[config.mk]
export PLATFORM = sky130hd
export DESIGN_NAME = uart_tx_arbiter
export DESIGN_NICKNAME = d
export VERILOG_FILES = /design/src/rtl/uart_tx_arbiter.sv
export SDC_FILE = /design/constraint.sdc
export NUM_CORES = 1
export LEC_CHECK = 0
export CORE_MARGIN = 10
export CORE_UTILIZATION = 60
export DETAILED_ROUTE_END_ITERATION = 6
export DONT_BUFFER_PORTS = 1
export PLACE_DENSITY = 0.73
export SKIP_CTS_REPAIR_TIMING = 1
export SLEW_MARGIN = 25
export SYNTH_ARGS = -nofsm -noshare
export SYNTH_HDL_FRONTEND = slang
export SYNTH_SLANG_ARGS = --single-unit
[constraint.sdc]
create_clock -name clk -period 2.4 [get_ports clk]
set_clock_uncertainty 0.15 [all_clocks]
set_input_delay 0.24 -clock clk [delete_from_list [all_inputs] [get_ports clk]]
set_output_delay 0.24 -clock clk [all_outputs]
set_load 0.05 [all_outputs]
[src/rtl/uart_tx_arbiter.sv]
// Round-robin arbiter feeding NUM_REQ byte requesters into one UART transmitter.
// Optional LAUNCH timeout and timeout_err port enabled by defining UART_ARB_TIMEOUT_EN.
module uart_tx_arbiter #(
    parameter int NUM_REQ = 4,
    parameter int TIMEOUT = 4096
) (
    input  logic                       clk,
    input  logic                       rst,
    input  logic [NUM_REQ-1:0]         req_valid,
    input  logic [8*NUM_REQ-1:0]       req_data,
    output logic [NUM_REQ-1:0]         req_ready,
    output logic                       tx_start,
    output logic [7:0]                 tx_data,
    input  logic                       tx_busy,
    output logic [$clog2(NUM_REQ)-1:0] grant_id,
    output logic                       active
`ifdef UART_ARB_TIMEOUT_EN
    ,
    output logic                       timeout_err
`endif
);

    localparam int GW = $clog2(NUM_REQ);

    typedef enum logic [1:0] {S_IDLE, S_LAUNCH, S_SEND} state_t;

    state_t             r_state, w_state_nxt;
    logic               r_busy_meta, r_busy_s;
    logic               r_tx_start, w_tx_start_nxt;
    logic [7:0]         r_tx_data, w_tx_data_nxt;
    logic [NUM_REQ-1:0] r_req_ready, w_req_ready_nxt;
    logic [GW-1:0]      r_grant_id, w_grant_id_nxt;
    logic [GW-1:0]      r_last_grant, w_last_grant_nxt;
    logic [GW-1:0]      w_win, w_cand;
    logic [7:0]         w_bytes [NUM_REQ];
    int                 w_sum;

`ifdef UART_ARB_TIMEOUT_EN
    localparam int CW = $clog2(TIMEOUT + 1);
    logic [CW-1:0] r_to_cnt, w_to_cnt_nxt;
    logic          r_timeout_err, w_timeout_err_nxt;
    assign timeout_err = r_timeout_err;
`endif

    assign req_ready = r_req_ready;
    assign tx_start  = r_tx_start;
    assign tx_data   = r_tx_data;
    assign grant_id  = r_grant_id;
    assign active    = (r_state != S_IDLE);

    always_comb begin
        for (int i = 0; i < NUM_REQ; i++) w_bytes[i] = req_data[8*i +: 8];
    end

    // Walk offsets high to low so the nearest valid requester after last_grant wins.
    always_comb begin
        w_win  = '0;
        w_cand = '0;
        w_sum  = 0;
        for (int k = NUM_REQ; k >= 1; k--) begin
            w_sum = int'(r_last_grant) + k;
            if (w_sum >= NUM_REQ) w_sum = w_sum - NUM_REQ;
            w_cand = GW'(w_sum);
            if (req_valid[w_cand]) w_win = w_cand;
        end
    end

    always_comb begin
        w_state_nxt      = r_state;
        w_tx_start_nxt   = r_tx_start;
        w_tx_data_nxt    = r_tx_data;
        w_req_ready_nxt  = '0;
        w_grant_id_nxt   = r_grant_id;
        w_last_grant_nxt = r_last_grant;
`ifdef UART_ARB_TIMEOUT_EN
        w_to_cnt_nxt      = '0;
        w_timeout_err_nxt = 1'b0;
`endif
        case (r_state)
            S_IDLE: begin
                if (|req_valid) begin
                    w_tx_data_nxt          = w_bytes[w_win];
                    w_grant_id_nxt         = w_win;
                    w_req_ready_nxt[w_win] = 1'b1;
                    w_tx_start_nxt         = 1'b1;
                    w_state_nxt            = S_LAUNCH;
                end
            end
            S_LAUNCH: begin
                if (r_busy_s) begin
                    w_tx_start_nxt = 1'b0;
                    w_state_nxt    = S_SEND;
                end
`ifdef UART_ARB_TIMEOUT_EN
                else if (r_to_cnt == CW'(TIMEOUT - 1)) begin
                    w_tx_start_nxt    = 1'b0;
                    w_timeout_err_nxt = 1'b1;
                    w_last_grant_nxt  = r_grant_id;
                    w_state_nxt       = S_IDLE;
                end else begin
                    w_to_cnt_nxt = r_to_cnt + 1'b1;
                end
`endif
            end
            S_SEND: begin
                if (!r_busy_s) begin
                    w_last_grant_nxt = r_grant_id;
                    w_state_nxt      = S_IDLE;
                end
            end
            default: w_state_nxt = S_IDLE;
        endcase
    end

    // last_grant resets to the top index so requester 0 is searched first.
    always_ff @(posedge clk or posedge rst) begin
        if (rst) begin
            r_state      <= S_IDLE;
            r_busy_meta  <= 1'b0;
            r_busy_s     <= 1'b0;
            r_tx_start   <= 1'b0;
            r_tx_data    <= '0;
            r_req_ready  <= '0;
            r_grant_id   <= '0;
            r_last_grant <= GW'(NUM_REQ - 1);
`ifdef UART_ARB_TIMEOUT_EN
            r_to_cnt      <= '0;
            r_timeout_err <= 1'b0;
`endif
        end else begin
            r_state      <= w_state_nxt;
            r_busy_meta  <= tx_busy;
            r_busy_s     <= r_busy_meta;
            r_tx_start   <= w_tx_start_nxt;
            r_tx_data    <= w_tx_data_nxt;
            r_req_ready  <= w_req_ready_nxt;
            r_grant_id   <= w_grant_id_nxt;
            r_last_grant <= w_last_grant_nxt;
`ifdef UART_ARB_TIMEOUT_EN
            r_to_cnt      <= w_to_cnt_nxt;
            r_timeout_err <= w_timeout_err_nxt;
`endif
        end
    end

endmodule

* Word-level counts from Yosys, hierarchy flattened *
Index checks and enable logic that the tools add are counted.
Widths: inputs -> output; s select.

operators by class
  $add $sub $neg = 8
  $lt $le $gt $ge = 11
  eq/ne operators = 5
  mux-type cells = 30
  bitwise operators = 2
  reductions and logical operators = 9

operators with widths
  cell                 count
  $mux 2               11
  $bmux 8 s2           1
  $mux 8               2
  $lt 2x3->1 const B   5
  $ge 3x3->1 const B   4
  $bmux 1 s2           4
  $mux 4               2
  $sub 2x1->2 const B  4
  $mux 1               7
  $add 2x2->3 const B  2
  $ne 2x2->1 const B   3
  $pmux 2 s3           1
  $reduce_and 3->1     2
  $add 2x3->4 const B  1
  $ge 4x3->1 const B   1
  $reduce_and 2->1     2
  $reduce_bool 2->1    2
  $reduce_or 4->1      1
  $add 2x1->3 const B  1
  $not 2->3            1
  $demux 1 s2          1
  $eq 2x1->1 const B   1
  $eq 2x2->1 const B   1
  $ge 2x1->1 const B   1
  4 further kinds      4

word-level totals
  flip-flop bits (word level) = 21
  output and inout bits = 16

* Longest topological paths before layout *
  depth after elaboration = 15
  mapped depth = 6
  mapped depth without buffers = 5

* Least setup slack after synthesis *
Ideal clock, no wire load.

  kind = flip-flop to flip-flop
  start = register r_last_grant[0]
  end = register r_tx_data[1] (netlist: tx_data[1])
  setup time = 0.138 ns
  arrival time = 1.451 ns
  data required time = 2.112 ns
  path slack = 0.661 ns
  stages on the path, launching flop included = 7
  cells stage by stage = dfstp_2 > nand2b_1 > o21ai_1 > a211oi_2 > buf_4 > mux2i_1 > o221ai_1

between the ends
  word-level cells in the longest chain between the ends = 13

RTL lines
  what                                         line  source
  start, declared                              33    logic [GW-1:0] r_last_grant, w_last_grant_nxt;
  start signal, assigned                       125   r_last_grant <= GW'(NUM_REQ - 1);
  start signal, assigned                       138   r_last_grant <= w_last_grant_nxt;
  $add 2x3->4                                  61    w_sum = int'(r_last_grant) + k;
  $ge 4x3->1 or $sub 2x1->2 (tied branches)    62    if (w_sum >= NUM_REQ) w_sum = w_sum - NUM_REQ;
  $mux 2                                       62
  $bmux 1 s2                                   64    if (req_valid[w_cand]) w_win = w_cand;
  $mux 1 (not written as such)                 64
  $mux 2 (3 in a row)                          64
  $mux 2 *                                     64
  $not 2->3 (not written as such) *            82    w_tx_data_nxt = w_bytes[w_win];
  $bmux 8 s2 *                                 82
  $mux 8 (not written as such) * (2 in a row)  82
  end signal, assigned                         135   r_tx_data <= w_tx_data_nxt;
  end, declared                                30    logic [7:0] r_tx_data, w_tx_data_nxt;

Every way passes the cells marked *; elsewhere a longest branch is shown, timed or not. The select of a mux whose other input is x is not followed.
A chain may end at the register's enable or synchronous reset.

* Worst setup path in the final report *
Ends and elaborated chain as after synthesis.

==> results.toml <==
[global_routing]
antenna_found_initial = 0
overflow = 0
gr-usage-all-layers_pct = 11.5
grt_pass1_vias = 693
grt_pass1_wl_um = 3300
grt_max_degree = 22

[clock_tree]
clock_latency_ns = 0.29
cts_tree = "done"
numCtsBuffers = 3
cts_sinks = 21
clk_path_buf_depth = 2
clock-root-buffer = "clkbuf_4"
path_clk_slew_ns = 0.11
cts_max_level = 1

[critical_path]
cp_top_family = "flip-flops"
cp-end-kind = "register"
arrival_ns = 2.03
max_stage_delay_ns = 0.55
start_kind = "register"
slowest_stage = "dfstp_2"
required_ns = 2.40
worstSetupPathType = "register to register"
crit_chain = "nand2b_1 > o21ai_1 > a211oi_4 > buf_4 > mux2i_1 > o221ai_1"
critPathBufInv = 1
crit_fanout = 20

[sta]
grt_setup_unrepaired = "no"
drv_slew = 0
tightestPinTransition_ns = 0.763
relSlewSlack_pct = 49.1
hold_viol_final = 0
fmax_mhz = 493
min_period_ns = 2.03
setup_viol = 0
min_period_over_period_pct = 84.4
fin_hold_ws_ns = 0.0254
fin_setup_tns_ns = 0

[route]
wirelength_um = 2340
drtIter0Drc = 19
vias_per_cell = 6.33
ant_nets = 0
routedWlPerCell_um = 20.9
dr_total_vias = 709
dr_wl_met2_um = 1050
dr_wl_met3_um = 414
met1Wirelength_um = 870
top_layer = "met3"
first_pass_iters = 2
drc = 0

[placed_design]
dp_hpwl_um = 1870
io_buffers = 0
placed_cells = 106
place_congestion = 0.693

[logic_synthesis]
ys_seq_area_share_pct = 50.8
netlist_instances = 94
syn_avg_cell_area_um2 = 11.0
yosysWarningCount = 0
synth-seq-cells = 21
syn_nets = 133
synthDistinctLibCells = 22
syn_area_um2 = 1040

[final_layout]
most-common-layout-cells = "19 x dfrtp_1, 16 x mux2i_1, 12 x nand2_1"
nets = 136
finish.utilization_pct = 68.5
final_common_cell = "dfrtp_1"
drive_gt1_share_pct = 11.5
antenna_cells = 0
syn_to_final_growth_pct = 3.98
final_cells = 112

[floorplan]
core_area_um2 = 1580
start_util_pct = 65.9
io_pins = 55
rows = 14
fp.dieH_um = 61.6
dieArea_um2 = 3800
die_width_um = 61.6

[flow_run]
drv_cap = 0

[power]
p_leak_nw = 0.497
switchingPower_uw = 912
power.internal_uw = 816
p_clk_share_pct = 9.3
seqPwrFrac_pct = 57.9
p_total_mw = 1.73
peakVddDrop_v = 0.000764
powerDensity_nw_per_um2 = 1600
swShare_pct = 52.8
p_comb_share_pct = 32.8

[run_status]
status = "finished clean"

[hold_path]
hold_class = "input port to register"
==> worst paths after layout <==
kind                            cells after the start       startpoint      endpoint  slack [ns]
worst max register to register                      6  r_last_grant[0]    tx_data[1]        0.37
min in group asynchronous                           2              rst  req_ready[2]        0.37
worst min-delay path                                2     req_data[11]    tx_data[3]        0.03
max in group asynchronous                           2              rst   grant_id[1]        1.25
worst min register to register                      0      r_busy_meta      r_busy_s        0.21
worst max-delay path                                6  r_last_grant[0]    tx_data[1]        0.37
==> layer usage <==
metal | track usage [%] | vias up
li1 | - | 340
met1 | 13.4 | 329
met2 | 17.1 | 40
met3 | 8.85 | 0
met4 | 0.955 | 0
met5 | 0 | -
==> layout make-up <==
| cell class | instances | area [µm²] |
|---|---|---|
| clock buffer | 4 | 26.3 |
| fill | 130 | 497 |
| inverter | 4 | 15.0 |
| multi-input combinational | 64 | 463 |
| sequential | 21 | 528 |
| tap | 16 | 20.0 |
| timing repair buffer | 3 | 27.5 |
==> power groups by stage <==
stage | combinational (mW) | sequential (mW) | clock (mW)
2_1_floorplan | 0.523 | 0.969 | 0
3_3_place_gp | 0.554 | 1.01 | 0
3_5_place_dp | 0.576 | 1.02 | 0
4_1_cts | 0.575 | 1.01 | 0.165
5_1_grt | 0.628 | 1.03 | 0.183
6_report | 0.566 | 1.00 | 0.160
==> worst reg2reg max path: cells and delay by family (launching register included) <==
kind / cells / cell delay (ns)
AOI/OAI and AO/OA: 3 / 0.49
buffers and inverters: 1 / 0.32
DFF: 1 / 0.55
muxes: 1 / 0.26
and+or+nand+nor: 1 / 0.11
==> cells in the mapped netlist <==
library cell  instances  area [µm²]
o21ai_1               1        5.00
a21o_4                1        15.0
o221ai_1              9        78.8
mux2_2                2        22.5
buf_4                 1        7.51
o211ai_1              1        7.51
o21ai_0               3        15.0
dfrtp_1              19         475
nand2b_1              6        37.5
clkinv_1              1        3.75
nand2_1              12        45.0
a211oi_2              1        12.5
buf_2                 2        10.0
buf_6                 2        22.5
a21oi_1               2        10.0
dfstp_2               2        52.6
or2_4                 1        8.76
nor2_1                7        26.3
nor3_1                1        5.00
mux2i_1              16         160
inv_1                 3        11.3
or2_1                 1        6.26
==> per-stage QoR <==
stage | setup slack (ns) | cell area, µm²
after floorplan | 0.661 | 1040
after global placement | 0.483 | 1030
after CTS | 0.357 | 1060
after global routing | 0.259 | 1080
after detailed placement | 0.362 | 1030
final | 0.374 | 1080
==> cell families after synthesis <==
| family | count (synthesis) | share of synthesized area, % |
|---|---|---|
| DFF | 21 | 50.8 |
| and+or+nand+nor | 28 | 12.4 |
| buffers and inverters | 9 | 5.30 |
| muxes | 18 | 17.6 |
| AOI/OAI and AO/OA | 18 | 13.9 |
==> flip-flops by register name (all words and copies together), names as in the netlist <==
name	cells
grant_id	2
r_busy_s	1
tx_start	1
tx_data	8
req_ready	4
r_state	2
r_last_grant	2
r_busy_meta	1
Note: power is estimated with default switching activity, not from simulation.
